## src/rtl/instr_encoder_pkg.sv

```systemverilog
// Shared encodings for the instruction encoder and any decoder-side logic.
// Holds op codes, the compare command, the always condition, the field bit
// positions of the 32-bit instruction word, and the input field-set payload.
package instr_encoder_pkg;

    localparam logic [1:0] OP_DATA    = 2'b00;
    localparam logic [1:0] OP_MEM     = 2'b01;
    localparam logic [1:0] OP_BRANCH  = 2'b10;
    localparam logic [1:0] OP_ILLEGAL = 2'b11;

    localparam logic [3:0] CMD_CMP = 4'd10;
    localparam logic [3:0] COND_AL = 4'b1110;

    // Field positions inside the encoded word
    localparam int unsigned COND_LSB = 28;
    localparam int unsigned OP_LSB   = 26;
    localparam int unsigned IMM_BIT  = 25;
    localparam int unsigned CMD_LSB  = 21;
    localparam int unsigned S_BIT    = 20;
    localparam int unsigned RN_LSB   = 16;
    localparam int unsigned RD_LSB   = 12;
    localparam int unsigned OFF12_W  = 12;
    localparam int unsigned OFF24_W  = 24;

    typedef struct packed {
        logic [3:0]  cond;
        logic [1:0]  op;
        logic [3:0]  cmd;
        logic        set_flag;
        logic        imm_sel;
        logic [3:0]  src_addr;
        logic [3:0]  dest_reg;
        logic [11:0] imm_mem;
        logic [23:0] imm_br;
    } fields_t;

    function automatic logic is_legal(input logic [1:0] op);
        return op != OP_ILLEGAL;
    endfunction

endpackage

```

## src/rtl/encoder_fifo.sv

```systemverilog
// Output FIFO for encoded words: DEPTH entries (power of two), W bits each.
// Ports: clk, rst (async active-high), push/wdata write side, pop read side
// (ignored when empty), rdata head (0 when empty), valid = non-empty,
// level = occupancy. A push while full is taken only with a same-cycle pop.
module encoder_fifo #(
    parameter int unsigned DEPTH = 4,
    parameter int unsigned W     = 40
) (
    input  logic                   clk,
    input  logic                   rst,
    input  logic                   push,
    input  logic [W-1:0]           wdata,
    input  logic                   pop,
    output logic [W-1:0]           rdata,
    output logic                   valid,
    output logic [$clog2(DEPTH):0] level
);

    localparam int unsigned PW = $clog2(DEPTH);
    localparam int unsigned LW = PW + 1;

    logic [W-1:0]  mem [DEPTH];
    logic [PW-1:0] wptr;
    logic [PW-1:0] rptr;
    logic [LW-1:0] count;
    logic          pop_ok;
    logic          push_ok;

    assign valid   = (count != '0);
    assign pop_ok  = pop && valid;
    assign push_ok = push && ((count < LW'(DEPTH)) || pop_ok);
    assign rdata   = valid ? mem[rptr] : '0;
    assign level   = count;

    // Pointers wrap naturally because DEPTH is a power of two
    always_ff @(posedge clk or posedge rst) begin
        if (rst) begin
            wptr  <= '0;
            rptr  <= '0;
            count <= '0;
        end else begin
            if (push_ok) wptr <= wptr + PW'(1);
            if (pop_ok)  rptr <= rptr + PW'(1);
            case ({push_ok, pop_ok})
                2'b10:   count <= count + LW'(1);
                2'b01:   count <= count - LW'(1);
                default: count <= count;
            endcase
        end
    end

    // Storage needs no reset: rdata is masked while empty
    always_ff @(posedge clk) begin
        if (push_ok) mem[wptr] <= wdata;
    end

endmodule

```

## src/rtl/instr_encoder.sv

```systemverilog
// Packs an instruction field set into a 32-bit word and queues it, tagged
// with its instruction-memory address, in an output FIFO.
// Ports: clk, rst (async active-high); in_valid/in_ready handshake with the
// field inputs op, cmd, set_flag, imm_sel, src_addr, dest_reg, imm_instr_mem,
// imm_instr (and cond when COND_FIELD_EN is defined); out_valid/out_ready
// handshake with instr/addr at the FIFO head; err pulses one cycle after an
// illegal op is accepted; level is the FIFO occupancy.
// Build option: COND_FIELD_EN adds the cond port; otherwise cond is "always".
module instr_encoder
    import instr_encoder_pkg::*;
#(
    parameter int unsigned DEPTH = 4,
    parameter int unsigned AW    = 8
) (
    input  logic                   clk,
    input  logic                   rst,
    input  logic                   in_valid,
    output logic                   in_ready,
    input  logic [1:0]             op,
    input  logic [3:0]             cmd,
    input  logic                   set_flag,
    input  logic                   imm_sel,
    input  logic [3:0]             src_addr,
    input  logic [3:0]             dest_reg,
    input  logic [11:0]            imm_instr_mem,
    input  logic [23:0]            imm_instr,
`ifdef COND_FIELD_EN
    input  logic [3:0]             cond,
`endif
    output logic                   out_valid,
    input  logic                   out_ready,
    output logic [31:0]            instr,
    output logic [AW-1:0]          addr,
    output logic                   err,
    output logic [$clog2(DEPTH):0] level
);

    localparam int unsigned LW = $clog2(DEPTH) + 1;

    fields_t        f;
    logic [31:0]    word;
    logic [AW-1:0]  wr_addr;
    logic           accept;
    logic           push;

`ifdef COND_FIELD_EN
    assign f.cond = cond;
`else
    assign f.cond = COND_AL;
`endif
    assign f.op       = op;
    assign f.cmd      = cmd;
    assign f.set_flag = set_flag;
    assign f.imm_sel  = imm_sel;
    assign f.src_addr = src_addr;
    assign f.dest_reg = dest_reg;
    assign f.imm_mem  = imm_instr_mem;
    assign f.imm_br   = imm_instr;

    // Held low through reset; a pop at full frees a slot in the same cycle
    assign in_ready = !rst && ((level < LW'(DEPTH)) || (out_valid && out_ready));
    assign accept   = in_valid && in_ready;
    assign push     = accept && is_legal(f.op);

    // Combinational packing of the field set
    always_comb begin
        word = '0;
        word[COND_LSB +: 4] = f.cond;
        word[OP_LSB +: 2]   = f.op;
        case (f.op)
            OP_DATA: begin
                word[CMD_LSB +: 4] = f.cmd;
                word[S_BIT]        = f.set_flag || (f.cmd == CMD_CMP);
                word[RN_LSB +: 4]  = f.src_addr;
                word[RD_LSB +: 4]  = f.dest_reg;
            end
            OP_MEM: begin
                word[IMM_BIT]      = f.imm_sel;
                word[S_BIT]        = f.set_flag;
                word[RN_LSB +: 4]  = f.src_addr;
                word[RD_LSB +: 4]  = f.dest_reg;
                if (f.imm_sel) word[OFF12_W-1:0] = f.imm_mem;
            end
            OP_BRANCH: begin
                word[OFF24_W-1:0]  = f.imm_br;
            end
            default: word = '0;
        endcase
    end

    // Address counter advances only on legal pushes; err flags dropped sets
    always_ff @(posedge clk or posedge rst) begin
        if (rst) begin
            wr_addr <= '0;
            err     <= 1'b0;
        end else begin
            err <= accept && !is_legal(f.op);
            if (push) wr_addr <= wr_addr + AW'(1);
        end
    end

    encoder_fifo #(
        .DEPTH (DEPTH),
        .W     (32 + AW)
    ) u_fifo (
        .clk   (clk),
        .rst   (rst),
        .push  (push),
        .wdata ({wr_addr, word}),
        .pop   (out_ready),
        .rdata ({addr, instr}),
        .valid (out_valid),
        .level (level)
    );

endmodule

```

## config.mk

```make
export PLATFORM = sky130hd
export DESIGN_NAME = instr_encoder
export DESIGN_NICKNAME = d
export VERILOG_FILES = /design/src/rtl/instr_encoder_pkg.sv /design/src/rtl/encoder_fifo.sv /design/src/rtl/instr_encoder.sv
export SDC_FILE = /design/constraint.sdc
export NUM_CORES = 1
export LEC_CHECK = 0
export ABC_AREA = 1
export BUFFER_PORTS_ARGS = -buffer_cell sky130_fd_sc_hd__buf_2
export CAP_MARGIN = 20
export CORE_ASPECT_RATIO = 0.75
export CORE_MARGIN = 4
export CORE_UTILIZATION = 45
export DETAILED_ROUTE_END_ITERATION = 12
export PLACE_DENSITY = 0.77
export SLEW_MARGIN = 0
export SYNTH_ARGS = -nofsm -noshare
export SYNTH_HDL_FRONTEND = slang
export SYNTH_SLANG_ARGS = --single-unit
```

## constraint.sdc

```tcl
create_clock -name clk -period 3.7 [get_ports clk]
set_input_delay 0 -clock clk [delete_from_list [all_inputs] [get_ports clk]]
set_output_delay 0 -clock clk [all_outputs]
set_load 0.02 [all_outputs]
```

After elaboration in Yosys (flattened, before gate mapping)
Memories as Yosys holds them, arrays and structs flattened.
Cells that the tools add are included.
Storage, ports and cells
  register bits: 16
  latch bits: 0
  bits in writable memories: 160
  ROM bits: 0
  input port bits: 56
  output and inout bits: 46
  word-level logic and storage cells: 43
  memories kept: 1
Memory list
  u_fifo.mem: depth 4, width 40, rd ports 1, clocked after Yosys merged registers in 0, wr ports 1, RTL line encoder_fifo.sv:22  | logic [W-1:0] mem [DEPTH];
Cells by class
  add/sub/neg operators: 5
  $mul: 0
  div/mod/pow operators: 0
  magnitude comparators: 1
  eq/ne operators: 6
  shifts and indexed selects: 0
  mux-type cells: 11
  bitwise operators: 0
  reduce and logical (&&, ||, !) cells: 14
Operator list (count)
  two-way mux 40 bit: 1
  case mux 9 bit (3 select lines): 1
  case mux 12 bit (2 select lines): 1
  two-way mux 12 bit: 1
  case mux 3 bit (2 select lines): 2
  adder 8 x 1 -> 8 bit, second input constant: 1
  logical AND 1 bit: 6
  two-way mux 6 bit: 1
  adder 2 x 1 -> 2 bit, second input constant: 2
  == test 2 x 1 -> 1 bit, second input constant: 2
  == test 2 bit, second input constant: 2
  == test 4 bit, second input constant: 1
  two-way mux 1 bit: 4
  adder 3 x 1 -> 3 bit, second input constant: 1
  less-than comparator 3 bit, second input constant: 1
  nonzero test 3 bit: 1
  OR reduction 3 bit: 1
  subtractor 3 x 1 -> 3 bit, second input constant: 1
  logical NOT 1 bit: 2
  logical NOT 2 bit: 1
  logical OR 1 bit: 2
  != test 2 bit, second input constant: 1
  nonzero test 2 bit: 1

Longest topological paths before layout
  depth in word-level cells: 9
  depth in mapped cells: 11
  mapped depth without buffers: 11

Cells and area by module
A second synthesis with hierarchy kept.
Second synthesis, totals
  cell total of the unflattened synthesis: 855
  area, all modules: 8331.7 sq um
Modules (own cells, without submodules)
  encoder_fifo: instances 1, cells each 686, area an instance 7285.7 sq um
  instr_encoder: instances 1, cells each 169, area an instance 1046.0 sq um

Worst setup path after synthesis
No wires, ideal clock.
  path type: register to register
  from: register u_fifo.count[2] (netlist: u_fifo.level[2])
  to: memory u_fifo.mem[0][0] (enable)
  data arrival time: 2.593 ns
  path slack: 0.675 ns
  stages on the path, launching flop included: 5
  clock period less this slack: 3.025 ns
  path through: dfrtp_1 nand2_1 nand4_1 buf_2 nor2_1
On the way
  word-level cells in the longest chain between the ends: 9
  elaborated cells on any way between the ends: 10
  those cells by class: order compare (1); mux (2); reduce/logical (7)
RTL lines
  start, declared: RTL line encoder_fifo.sv:25  | logic [LW-1:0] count;
  start signal, assigned: RTL line encoder_fifo.sv:45  | 2'b10: count <= count + LW'(1);
  start signal, assigned: RTL line encoder_fifo.sv:46  | 2'b01: count <= count - LW'(1);
  start signal, assigned: RTL line encoder_fifo.sv:47  | default: count <= count;
  branches (longest 2 deep; another with less-than comparator 3 bit)
  logical OR 1 bit *: RTL line encoder_fifo.sv:31, instr_encoder.sv:61
  logical AND 1 bit: RTL line instr_encoder.sv:61  | assign in_ready = !rst && ((level < LW'(DEPTH)) || (out_valid && out_ready));
  logical AND 1 bit: RTL line instr_encoder.sv:62  | assign accept = in_valid && in_ready;
  logical AND 1 bit: RTL line instr_encoder.sv:63  | assign push = accept && is_legal(f.op);
  logical AND 1 bit *: RTL line encoder_fifo.sv:31  | assign push_ok = push && ((count < LW'(DEPTH)) || pop_ok);
  two-way mux 1 bit *: RTL line encoder_fifo.sv:54  | if (push_ok) mem[wptr] <= wdata;
  two-way mux 1 bit (implied by the code) *: RTL line encoder_fifo.sv:54
  end, declared: RTL line encoder_fifo.sv:22
Mark *: on every way between the ends.

Worst setup path after layout
  from: input port rst
  to: memory u_fifo.mem[1][24] (enable)
On the way
  word-level cells in the longest chain between the ends: 7
RTL lines
  start, declared: RTL line instr_encoder.sv:16  | input logic rst,
  logical NOT 1 bit (no source line)
  logical AND 1 bit: RTL line instr_encoder.sv:61
  logical AND 1 bit: RTL line instr_encoder.sv:62
  logical AND 1 bit: RTL line instr_encoder.sv:63
  logical AND 1 bit: RTL line encoder_fifo.sv:31
  two-way mux 1 bit: RTL line encoder_fifo.sv:54
  two-way mux 1 bit (implied by the code): RTL line encoder_fifo.sv:54
Every way passes these cells.

==> results.yml <==
cts:
  clockBufferDepth: 2
  cts_tree: "done"
  cts_buffers: 17
  cts_setup_buffers: 0
  htreeDepth: 4
  clkSinkCount: 164
  clockRootBuffer: "clkbuf_16"
  clk_pin_slew_ns: 0.06
  insertion_delay_ns: 0.42
pwr:
  seq_power_share: 0.356
  p_switching_uw: 2603
  power.share.switching: 0.3929
  ir_drop_v: 0.0004165
  power.share.combinational: 0.380
  p_int_uw: 4021
  clkPwrFrac: 0.263
  total_leakage_power_uw: 0.003317
  p_per_area_nw_per_um2: 780.2
sta:
  drv_slew: 0
  whs_ns: 0.01691
  slew_headroom: 0.4710
  hold_viol_final: 0
  finalCriticalPeriod_ns: 2.352
  finalClockSkew_ns: 0.006670
  setup_viol: 0
  fin_setup_tns_ns: 0
  rsz0062_at_grt: "false"
  tightest_slew_ns: 0.7935
  fmax_mhz: 425.2
  period_share: 0.6357
critical_path:
  r2r-start: "u_fifo.level[2]"
  r2r_end: "u_fifo.mem[1][24]"
  cp_max_fo: 23
  crit_top_cell: "buf_4"
  crit_slowest_cell: "dlygate4sd3_1"
  cpLargestDelayFamily: "buffers and inverters"
  crit_chain: "dlygate4sd3_1, buf_2, inv_1, nand4_1, buf_4, nor2_4, buf_4"
  crit_type: "primary input to flip-flop"
  r2r_setup_slack_ns: 1.66
  crit_buf_inv: 5
  max_stage_delay_ns: 0.53
  cp-end-kind: "flip-flop"
  crit_path_start: "rst"
  ff2ff_path_depth: 5
  cp.arrival_ns: 2.43
  critPathRequiredTime_ns: 3.78
  critPathLaunchType: "primary input"
drt:
  num_vias: 4886
  drcViolationCount: 0
  routed_wl_um: 15670
  final_antenna_net_count: 0
  drt-wirelength-per-cell_um: 16.27
  drt-vias-per-instance: 5.074
  drt_iter0_drc: 369
  dr.pass1.iters: 5
grt:
  first_global_vias: 4597
  antenna_found_initial: 0
  grt_pass1_wl_um: 24230
  grt_overflow: 0
  grt_util_all_layers: 0.1760
  grt_util_met2: 0.2837
  grt_max_degree: 77
  grtUsageMet1: 0.2369
  grt_busiest_layer: "met2"
  grt_use_met3: 0.04778
logic_synthesis:
  yosysSeqAreaShare: 0.6831
  ys_types: 26
  synth.area.top_cells: "edfxtp_1 (63%), nor2_1 (8.6%), dfrtp_1 (5.6%)"
  netlist.area_leader.share: 0.6267
  synthCells: 642
  yosys_warnings: 0
  synth.largest_area_cell: "edfxtp_1"
  synthesis.area_sq_um: 7092
  postSynthAreaPerCell_sq_um: 11.05
  syn_nets: 710
  synth_seq_cells: 164
placed_design:
  hpwlAfterDp_um: 9431
  placed_cell_area_sq_um: 7730
  gp_congestion: 0.8036
  placedCellCount: 919
  port_buffers: 100
finish:
  instances_no_fill: 963
  final_area_sq_um: 8491
  nNetsFinal: 813
  areaGrowthSynthToFinish_pct: 19.72
  diodes: 0
  layout-drive-gt1-share: 0.1966
  fillCellCount: 1226
floorplanning:
  start_util: 0.4628
  core-area_sq_um: 15320
  dieArea_sq_um: 17850
  rows: 39
  die_x_um: 153.0
  io_pins: 102
  die_h_um: 116.7
worst_hold_path:
  hold_depth: 4
  hold_path.class: "primary input to flip-flop"
  holdPathEnd: "u_fifo.mem[0][14]"
  hold_start: "dest_reg[2]"
outcome:
  status: "complete, no violations"
job:
  max_cap_violations: 0
power by group through the flow:
| stage | clock network, uW | logic (uW) | registers [uW] |
|---|---|---|---|
| 6_report | 1740 | 2520 | 2360 |
| 4_1_cts | 1770 | 2500 | 2360 |
| 5_1_grt | 1840 | 2780 | 2380 |
| 2_1_floorplan | 0 | 1770 | 2370 |
| 3_5_place_dp | 0 | 2460 | 2400 |
| 3_3_place_gp | 0 | 2420 | 2390 |
sequential cells by signal, summed over array words and instances, names as in the netlist:
name	cells
err	1
u_fifo.mem	148
u_fifo.rptr	2
u_fifo.wptr	2
u_fifo.level	3
wr_addr	8
per-stage QoR:
stage	util	setup WS (ns)	total power [uW]
after floorplan	-	0.6755	4133
after global placement	0.5045	1.366	4809
after detailed placement	0.5045	1.291	4858
after CTS	0.5492	1.191	6623
after global routing	0.5541	1.100	7002
final	0.5541	1.348	6624
cells in the mapped netlist (all sizes together):
cell / instances
ha: 11
xnor2: 5
nor2: 162
a21oi: 51
clkbuf: 10
a22oi: 1
buf: 25
o21bai: 1
nand2: 71
inv: 38
edfxtp: 148
conb: 1
a22o: 10
o21ai: 79
clkinv: 1
dfrtp: 16
nand4: 2
xor2: 2
fa: 1
nand3: 7
worst max path at each step:
stage	to	slack, ns	cells after the start
final	u_fifo.mem[1][24]	1.35	7
after global routing	u_fifo.mem[1][24]	1.10	7
after global placement	u_fifo.mem[0][15]	1.37	5
after CTS	u_fifo.mem[0][13]	1.19	6
after floorplan	u_fifo.mem[0][0]	0.68	4
after detailed placement	u_fifo.mem[0][17]	1.29	5
logic make-up (layout without fill, tap and decap cells):
group	Yosys count	in the layout	synth area share
and+or+nand+nor	242	242	0.1300
DFF	164	164	0.6831
AOI/OAI and AO/OA	142	142	0.1062
buffers and inverters	74	190	0.04922
adders and majority gates	12	12	0.02223
xor gates and xnor gates	7	7	0.008645
other	1	1	0.0005288
cell type report:
type                            instances  area [sq um]  area share
Tap cell                              205         256.5     0.03021
Multi-Input combinational cell        404          1928      0.2271
Timing Repair Buffer                  119         718.2     0.08459
Clock buffer                           17         425.4     0.05010
Inverter                               39         146.4     0.01724
Sequential cell                       164          4846      0.5707
Clock inverter                         15         170.2     0.02004
layout by cell type (no fill, tap or decap), types with 5 or more instances in the layout:
| cell type | Yosys | routed |
|---|---|---|
| nand2_1 | 71 | 71 |
| buf_4 | 4 | 7 |
| ha_1 | 11 | 11 |
| clkbuf_16 | 0 | 17 |
| o21ai_0 | 49 | 49 |
| inv_1 | 36 | 36 |
| a22o_1 | 10 | 10 |
| nor2_1 | 162 | 158 |
| buf_2 | 13 | 100 |
| a21oi_1 | 51 | 51 |
| dlygate4sd3_1 | 0 | 9 |
| nand3_1 | 7 | 7 |
| o21ai_1 | 30 | 30 |
| edfxtp_1 | 148 | 148 |
| dfrtp_1 | 16 | 15 |
| xnor2_1 | 5 | 5 |
what timing repair did:
action                     4_1_cts  5_1_grt
hold endpoints to repair        31        0
hold buffers                     9        0
resized for setup                0        0
setup endpoints to repair        0        0
worst min-delay path, stage by stage:
cell	delay, ns
buf_2	0.07
a22o_1	0.11
nand2_1	0.04
inv_1	0.09
metal layers:
layer / vias to the layer above / wire [um] / share of wire
met5: - / 0 / 0
met4: 0 / 156 / 0.010
met3: 15 / 1051 / 0.067
met2: 198 / 7538 / 0.48
met1: 2276 / 6920 / 0.44
li1: 2397 / - / -
(Power assumes the default switching activity.)
